**config.mk**
```make
export PLATFORM = sky130hd
export DESIGN_NAME = issue_pair_buffer
export DESIGN_NICKNAME = d
export VERILOG_FILES = /design/src/rtl/issue_pair_buffer.sv
export SDC_FILE = /design/constraint.sdc
export NUM_CORES = 1
export LEC_CHECK = 0
export CAP_MARGIN = 30
export CELL_PAD_IN_SITES_DETAIL_PLACEMENT = 0
export CELL_PAD_IN_SITES_GLOBAL_PLACEMENT = 1
export CORE_UTILIZATION = 43
export CTS_CLUSTER_SIZE = 20
export DETAILED_ROUTE_END_ITERATION = 8
export GPL_ROUTABILITY_DRIVEN = 1
export PLACE_DENSITY_LB_ADDON = 0.1
export REMOVE_ABC_BUFFERS = 1
export SYNTH_ARGS = -nofsm -noshare
export SYNTH_HDL_FRONTEND = slang
export SYNTH_SLANG_ARGS = --single-unit
```
**constraint.sdc**
```tcl
create_clock -name clk -period 7.4 [get_ports clk]
set_clock_uncertainty 0.1 [all_clocks]
set_input_delay 1.48 -clock clk [delete_from_list [all_inputs] [get_ports clk]]
set_output_delay 1.48 -clock clk [all_outputs]
set_load 0.02 [all_outputs]
```
**src/rtl/issue_pair_buffer.sv**
```systemverilog
// issue_pair_buffer
//   Instruction buffer between Fetch and Decode for a dual-issue pipeline.
//   Fetch pushes aligned pairs into a circular store. The two oldest entries
//   are offered as the candidate pair. One or both of them issue into the
//   Decode registers, depending on Split and StallD.
//
// Ports
//   clk, rst_n                    clock, asynchronous active-low reset
//   FetchValid, InstrF0/F1, PCF   fetched pair (F0 older, F1 at PCF+4)
//   FetchReady                    room for a pair (registered occupancy only)
//   CandValidA/B, CandInstrA/B    head / head+1 entries (combinational)
//   Split, StallD, FlushD         issue control from the hazard checker / Decode
//   ValidDA/DB, InstrDA/DB, PCDA/DB  registered Decode slots
module issue_pair_buffer #(
    parameter int DEPTH = 4,
    parameter int WIDTH = 32
) (
    input  logic             clk,
    input  logic             rst_n,
    input  logic             FetchValid,
    input  logic [WIDTH-1:0] InstrF0,
    input  logic [WIDTH-1:0] InstrF1,
    input  logic [WIDTH-1:0] PCF,
    output logic             FetchReady,
    output logic             CandValidA,
    output logic             CandValidB,
    output logic [WIDTH-1:0] CandInstrA,
    output logic [WIDTH-1:0] CandInstrB,
    input  logic             Split,
    input  logic             StallD,
    input  logic             FlushD,
    output logic             ValidDA,
    output logic             ValidDB,
    output logic [WIDTH-1:0] InstrDA,
    output logic [WIDTH-1:0] InstrDB,
    output logic [WIDTH-1:0] PCDA,
    output logic [WIDTH-1:0] PCDB
);
    localparam int PW = $clog2(DEPTH);
    localparam logic [PW:0] READY_LIM = (PW+1)'(DEPTH - 2);

    logic [WIDTH-1:0] instr_q [DEPTH];
    logic [WIDTH-1:0] pc_q    [DEPTH];

    logic [PW-1:0] rd_ptr_q, rd_ptr_d, wr_ptr_q, wr_ptr_d;
    logic [PW-1:0] rd_ptr_p1, wr_ptr_p1;
    logic [PW:0]   count_q, count_d;
    logic          push;
    logic [1:0]    npop;

    logic             valid_da_q, valid_da_d, valid_db_q, valid_db_d;
    logic [WIDTH-1:0] instr_da_q, instr_da_d, instr_db_q, instr_db_d;
    logic [WIDTH-1:0] pc_da_q, pc_da_d, pc_db_q, pc_db_d;

    assign rd_ptr_p1 = rd_ptr_q + PW'(1);
    assign wr_ptr_p1 = wr_ptr_q + PW'(1);

    // Ready looks only at the registered count, so it has no path from
    // Split/StallD and never relies on a same-cycle pop.
    assign FetchReady = (count_q <= READY_LIM);
    assign push       = FetchValid & FetchReady & ~FlushD;

    assign CandValidA = (count_q >= (PW+1)'(1));
    assign CandValidB = (count_q >= (PW+1)'(2));
    assign CandInstrA = instr_q[rd_ptr_q];
    assign CandInstrB = instr_q[rd_ptr_p1];

    always_comb begin
        npop = 2'd0;
        if (!StallD && !FlushD && count_q != '0) begin
            npop = (count_q == (PW+1)'(1) || Split) ? 2'd1 : 2'd2;
        end

        wr_ptr_d = push ? wr_ptr_q + PW'(2) : wr_ptr_q;
        // Flush empties the buffer by collapsing rd onto wr (push is off).
        rd_ptr_d = FlushD ? wr_ptr_q : rd_ptr_q + PW'(npop);
        count_d  = FlushD ? '0
                 : count_q + (push ? (PW+1)'(2) : '0) - (PW+1)'(npop);
    end

    always_comb begin
        valid_da_d = valid_da_q;
        valid_db_d = valid_db_q;
        instr_da_d = instr_da_q;
        instr_db_d = instr_db_q;
        pc_da_d    = pc_da_q;
        pc_db_d    = pc_db_q;
        if (FlushD) begin
            valid_da_d = 1'b0;
            valid_db_d = 1'b0;
        end else if (!StallD) begin
            valid_da_d = (npop != 2'd0);
            valid_db_d = (npop == 2'd2);
            instr_da_d = instr_q[rd_ptr_q];
            instr_db_d = instr_q[rd_ptr_p1];
            pc_da_d    = pc_q[rd_ptr_q];
            pc_db_d    = pc_q[rd_ptr_p1];
        end
    end

    // Entry payload needs no reset: occupancy alone decides what is live.
    always_ff @(posedge clk) begin
        if (push) begin
            instr_q[wr_ptr_q]  <= InstrF0;
            pc_q[wr_ptr_q]     <= PCF;
            instr_q[wr_ptr_p1] <= InstrF1;
            pc_q[wr_ptr_p1]    <= PCF + WIDTH'(4);
        end
    end

    always_ff @(posedge clk or negedge rst_n) begin
        if (!rst_n) begin
            rd_ptr_q   <= '0;
            wr_ptr_q   <= '0;
            count_q    <= '0;
            valid_da_q <= 1'b0;
            valid_db_q <= 1'b0;
            instr_da_q <= '0;
            instr_db_q <= '0;
            pc_da_q    <= '0;
            pc_db_q    <= '0;
        end else begin
            rd_ptr_q   <= rd_ptr_d;
            wr_ptr_q   <= wr_ptr_d;
            count_q    <= count_d;
            valid_da_q <= valid_da_d;
            valid_db_q <= valid_db_d;
            instr_da_q <= instr_da_d;
            instr_db_q <= instr_db_d;
            pc_da_q    <= pc_da_d;
            pc_db_q    <= pc_db_d;
        end
    end

    assign ValidDA = valid_da_q;
    assign ValidDB = valid_db_q;
    assign InstrDA = instr_da_q;
    assign InstrDB = instr_db_q;
    assign PCDA    = pc_da_q;
    assign PCDB    = pc_db_q;
endmodule

```
=== Word-level counts from Yosys, hierarchy flattened ===
Memories as Yosys holds them, arrays and structs flattened. A register that Yosys moved wholly into a read port is not among the register bits.
Index checks and enable logic that the tools add are counted.
Widths: inputs -> output; s select.

* Register bits: 73
* Memory bits (writable): 256
* Bits of input ports: 102
* Output and inout bits: 197
* Logic and storage cells: 47
* Memories: 2

* $add $sub $neg: 7
* $lt $le $gt $ge: 3
* Eq/ne operators: 3
* Mux-type cells: 11
* Bitwise gates (word level): 4
* Reduce and logical (&&, ||, !) cells: 10

{| class="wikitable"
|+ Memory list
! memory !! words !! bits a word !! read ports !! clocked after Yosys merged registers in !! wr ports !! RTL line !! RTL
|-
| instr_q || 4 || 32 || 2 || 0 || 2 || 42 || <nowiki>logic [WIDTH-1:0] instr_q [DEPTH];</nowiki>
|-
| pc_q || 4 || 32 || 2 || 2 || 2 || 43 || <nowiki>logic [WIDTH-1:0] pc_q [DEPTH];</nowiki>
|}

{| class="wikitable"
|+ Operator list
! cell !! number
|-
| $add 32x3->32 const B || 1
|-
| $mux 2 || 4
|-
| $mux 1 || 6
|-
| $add 2x1->2 const B || 2
|-
| $logic_not 1->1 || 4
|-
| $add 3x2->3 || 1
|-
| $eq 3x1->1 const B || 1
|-
| $ge 3x1->1 const B || 1
|-
| $ge 3x2->1 const B || 1
|-
| $le 3x2->1 const B || 1
|-
| $mux 3 || 1
|-
| $reduce_bool 3->1 || 1
|-
| $sub 3x2->3 || 1
|-
| $add 2x2->2 || 1
|-
| $add 2x2->2 const B || 1
|-
| $and 1x1->1 || 2
|-
| $eq 2x2->1 const B || 1
|-
| $logic_and 1x1->1 || 2
|-
| $ne 2x1->1 const B || 1
|-
| $not 1->1 || 2
|-
| $reduce_and 2->1 || 1
|-
| $reduce_bool 2->1 || 1
|-
| $logic_or 1x1->1 || 1
|}

=== Depth between registers and ports, before layout ===
* Word-level depth: 7
* Gate-level depth with buffers: 13
* Gate-level depth less buffers: 10

=== Least setup slack after synthesis ===
Ideal clock, no wire load.

* Path type: input to register
* Start: input FlushD
* End: memory instr_q[0][0] (enable)
* Setup time: 0.613 ns
* Data arrival time: 7.105 ns
* Required time: 6.687 ns
* Path slack: -0.419 ns
* Stages on the path: 4
* Buffers on the path: 1
* Path through: buf_6 inv_1 nand3_1 nor2_1

{| class="wikitable"
|+ RTL lines
! element !! RTL line !! RTL
|-
| from (decl) || 31 || <nowiki>input logic FlushD,</nowiki>
|-
| to (decl) || 42 ||
|}

=== Worst setup path after layout ===
* Start: register rd_ptr_q[1]
* End: output CandInstrA[12]

* Longest elaborated chain between the ends: 1

{| class="wikitable"
|+ RTL lines
! element !! RTL line !! RTL
|-
| from (decl) || 45 || <nowiki>logic [PW-1:0] rd_ptr_q, rd_ptr_d, wr_ptr_q, wr_ptr_d;</nowiki>
|-
| from (signal assigned) || 123 || <nowiki>rd_ptr_q <= rd_ptr_d;</nowiki>
|-
| $mem_v2 4x32 || -- ||
|-
| to (decl) || 27 || <nowiki>output logic [WIDTH-1:0] CandInstrA,</nowiki>
|}

Every way passes these cells.

==> run summary <==
Routing
• **average wire per cell in the routed design** 17.9 um
• **Pre-antenna DRT Iters** 4
• **number of violations reported at the end of detailed-routing iteration 0** 487
• **Via-to-Cell Ratio** 5.03
• **# DRC** 0
• **total vias in the final route** 10300
• **total detailed-routing wirelength** 36.6 mm
• **count of antenna-violating nets left after detailed routing** 0

Final layout
• **post-synthesis to final-layout area growth** 28.9%
• **Post-layout nets** 1600
• **most common cell after layout, fill and taps aside** sky130_fd_sc_hd__clkdlybuf4s50_1
• **proportion of layout cells with a drive suffix above 1** 0.133
• **Layout fillers** 3204
• **final core utilization** 0.564
• **commonest non-fill, non-tap cells in the layout** 297 x sky130_fd_sc_hd__clkdlybuf4s50_1, 252 x sky130_fd_sc_hd__edfxtp_1, 142 x sky130_fd_sc_hd__nand2_1
• **Final Cell Area** 21200 sq um

Placement
• **IO buf count** 298
• **gp weighted congestion** 0.746
• **post-placement cell area** 19900 sq um
• **Placement Setup Slack** 2.92 ns
• **final HPWL from detailed placement** 23.3 mm

Synth
• **cell type with the highest aggregate area in the netlist** sky130_fd_sc_hd__edfxtp_1
• **fraction of the mapped netlist area in adder cells** 0.00380
• **multiplexer fraction of the synthesized cell area** 0.164
• **compound-cell area share of the yosys netlist** 0.0591
• **portion of the post-synthesis area used by sequential elements** 0.666
• **main area contributors after synthesis** sky130_fd_sc_hd__edfxtp_1 46%, sky130_fd_sc_hd__dfrtp_1 21%, sky130_fd_sc_hd__mux2_2 8.6%
• **synthesized-area fraction occupied by xor and xnor cells** 0.0186
• **synthesis warning total** 0
• **Synth top area share** 0.459
• **average cell area after synthesis** 13.6 sq um
• **dominant combinational cell family by area after synthesis** multiplexers
• **synthesis-stage register bit count** 388
• **Post-Synth Simple-Gate Area** 0.0655
• **Syn Inst Count** 1212
• **post-synthesis cell type count** 32
• **area of the mapped netlist** 16500 sq um

GRT
• **maximum number of pins on one net before global-route repair** 127
• **total gr overflow** 0
• **number of antenna violations at the first check in global routing** 3
• **first-pass GRT wire length** 55.9 mm
• **vias in the first global route** 9938
• **all-layer global routing usage** 0.186

Clock tree
• **CTS clk-pin slew, worst paths** 0.06 ns
• **TritonCTS buffer count** 42
• **Root Buffer Master** sky130_fd_sc_hd__clkbuf_16
• **Num Clock Sinks** 388
• **clock latency on the worst-skew pair** 0.54 ns
• **postcts setup bufs** 0
• **hold-fix buffer count after cts** 0
• **Clock H-tree levels** 2
• **total of cells resized after clock tree synthesis** 0
• **number of buffers between clock root and the deepest sink** 3
• **clock tree from TritonCTS** yes

Worst setup path
• **endpoint of the most critical setup path** CandInstrA[12]
• **CP arrival** 3.45 ns
• **number of cells traversed by the worst register-to-register path** 5
• **critical path, cell by cell** buf_4 > mux2_2 > nand2_1 > o21ai_0 > clkdlybuf4s50_1
• **worst reg2reg setup slack** 4.55 ns
• **critical setup path kind** reg2out
• **critical path peak fanout** 44
• **reg2reg end** InstrDA[12]
• **element type at the critical path start** register
• **cell type of the slowest stage on the worst timing path** sky130_fd_sc_hd__dfrtp_4
• **gate family responsible for the most delay along the worst path** buffers and inverters
• **CP peak stage delay** 0.89 ns
• **critical path startpoint** rd_ptr_q[1]
• **Crit Reg-Reg Startpoint** rd_ptr_q[1]
• **capturing element type of the critical path** output port
• **number of cells on the critical path** 5
• **required time of the critical path** 5.82 ns
• **buffers and inverters on the worst path** 2

Floorplanning
• **die area** 39100 sq um
• **width of the die** 198 um
• **initial standard-cell utilization of the core** 0.438
• **Floorplan Core Area** 37700 sq um
• **Boundary Pins** 299
• **vertical extent of the die** 198 um
• **number of rows created at floorplan** 71

Timing
• **Max transition margin** 0.368
• **final critical-path setup slack** 2.37 ns
• **actual slew at the worst max-slew pin** 0.948 ns
• **Fmax achieved** 199 MHz
• **final critical-path required period** 5.03 ns
• **number of failing hold endpoints at the final stage** 0
• **number of setup violations in the final report** 0
• **final max-slew violation count** 0
• **post-route fraction of the period consumed by the critical path** 0.679
• **setup repair after global routing missed its margin** false

Power and ir drop
• **power density normalized to cell area** 367 nW/um^2
• **Leak Pwr** 7.86 nW
• **worst vdd ir** 0.000193 V
• **total chip power** 7.80 mW

Min path
• **startpoint of the lowest-slack hold path** PCDB[26]
• **Worst Hold Class** reg2reg

Flow run
• **maxcap violations** 0

Outcome
• **status** complete, no violations

flip-flops by register name, indices dropped and copies added (netlist names):
register / cells
InstrDA: 32
InstrDB: 32
PCDA: 32
PCDB: 32
ValidDA: 1
ValidDB: 1
count_q: 3
instr_q: 128
pc_q: 124
rd_ptr_q: 2
wr_ptr_q: 1
per-stage QoR:
stage	hold slack (ns)	std cells	TNS, ns
2_1_floorplan	0.388	1138	-125.53
3_3_place_gp	0.362	1960	0
3_5_place_dp	0.369	1960	0
4_1_cts	0.382	2037	0
5_1_grt	0.406	2038	0
6_report	0.377	2040	0
cell families (layout without fill, tap and decap cells):
logic type      after synthesis  in the layout
flops                       388            388
simple gates                256            256
mux                         254            254
compound gates              194            194
buf+inv                      80            394
xor+xnor                     35             35
fa+ha+maj                     5              5
other cells                   0              3
Yosys cell counts:
| library cell | number |
|---|---|
| sky130_fd_sc_hd__o21ai_1 | 1 |
| sky130_fd_sc_hd__nand3_1 | 13 |
| sky130_fd_sc_hd__o21ai_0 | 127 |
| sky130_fd_sc_hd__nor4_2 | 1 |
| sky130_fd_sc_hd__xnor2_1 | 28 |
| sky130_fd_sc_hd__a21oi_1 | 65 |
| sky130_fd_sc_hd__or2_1 | 1 |
| sky130_fd_sc_hd__dfrtp_1 | 136 |
| sky130_fd_sc_hd__and2_1 | 1 |
| sky130_fd_sc_hd__edfxtp_1 | 252 |
| sky130_fd_sc_hd__inv_1 | 6 |
| sky130_fd_sc_hd__clkbuf_1 | 30 |
| sky130_fd_sc_hd__ha_1 | 5 |
| sky130_fd_sc_hd__or3_4 | 1 |
| sky130_fd_sc_hd__nand4_1 | 10 |
| sky130_fd_sc_hd__nand4b_1 | 1 |
| sky130_fd_sc_hd__buf_1 | 8 |
| sky130_fd_sc_hd__a41oi_1 | 1 |
| sky130_fd_sc_hd__nand2_1 | 142 |
| sky130_fd_sc_hd__nor3_1 | 1 |
| sky130_fd_sc_hd__mux2i_1 | 128 |
| sky130_fd_sc_hd__buf_6 | 2 |
| sky130_fd_sc_hd__buf_2 | 21 |
| sky130_fd_sc_hd__nor4_1 | 2 |
| sky130_fd_sc_hd__nor2_1 | 69 |
| sky130_fd_sc_hd__nand2b_1 | 1 |
| sky130_fd_sc_hd__mux2_2 | 126 |
| sky130_fd_sc_hd__nor2b_1 | 2 |
| sky130_fd_sc_hd__and3_1 | 7 |
| sky130_fd_sc_hd__xor2_1 | 7 |
| sky130_fd_sc_hd__buf_4 | 13 |
| sky130_fd_sc_hd__and4_1 | 4 |
area by class of cell:
type,count,area [sq um],area share
flip-flops and latches,388,11000,0.517
multi-input cells,744,5140,0.242
inverters,6,22.5,0.00106
clock inverters,11,72.6,0.00342
diodes,3,7.51,0.000353
repair buffers,311,3120,0.147
clock buffers,66,1260,0.0595
well taps,511,639,0.0301
routing by layer:
| layer | part of all wire | track usage |
|---|---|---|
| met4 | 0.013 | 0.0454 |
| met3 | 0.059 | 0.0487 |
| met2 | 0.47 | 0.299 |
| met5 | 0.00090 | 0 |
| met1 | 0.45 | 0.252 |
where the power goes:
| part | switching, mW | internal [mW] | total, mW |
|---|---|---|---|
| Sequential | 0.245 | 2.78 | 3.03 |
| Combinational | 1.44 | 1.32 | 2.76 |
| Clock | 0.807 | 1.20 | 2.01 |
| Total | 2.49 | 5.31 | 7.80 |
worst min-delay path by stage:
| stage | end | slack [ns] | cells past startpoint |
|---|---|---|---|
| finish | PCDB[26] | 0.38 | 2 |
| detailed placement | PCDA[24] | 0.37 | 2 |
| global placement | PCDB[18] | 0.36 | 2 |
| global route | PCDB[15] | 0.41 | 2 |
| CTS | PCDA[24] | 0.38 | 2 |
| floorplan | wr_ptr_q[1] | 0.39 | 1 |
worst register-to-register path: stages (launching register included):
cell,delay [ns]
sky130_fd_sc_hd__dfrtp_4,0.89
sky130_fd_sc_hd__buf_4,0.71
sky130_fd_sc_hd__mux2_2,0.45
sky130_fd_sc_hd__nand2_1,0.06
sky130_fd_sc_hd__o21ai_0,0.19
sky130_fd_sc_hd__mux2_2,0.35
Note: power is estimated with default switching activity, not from simulation.
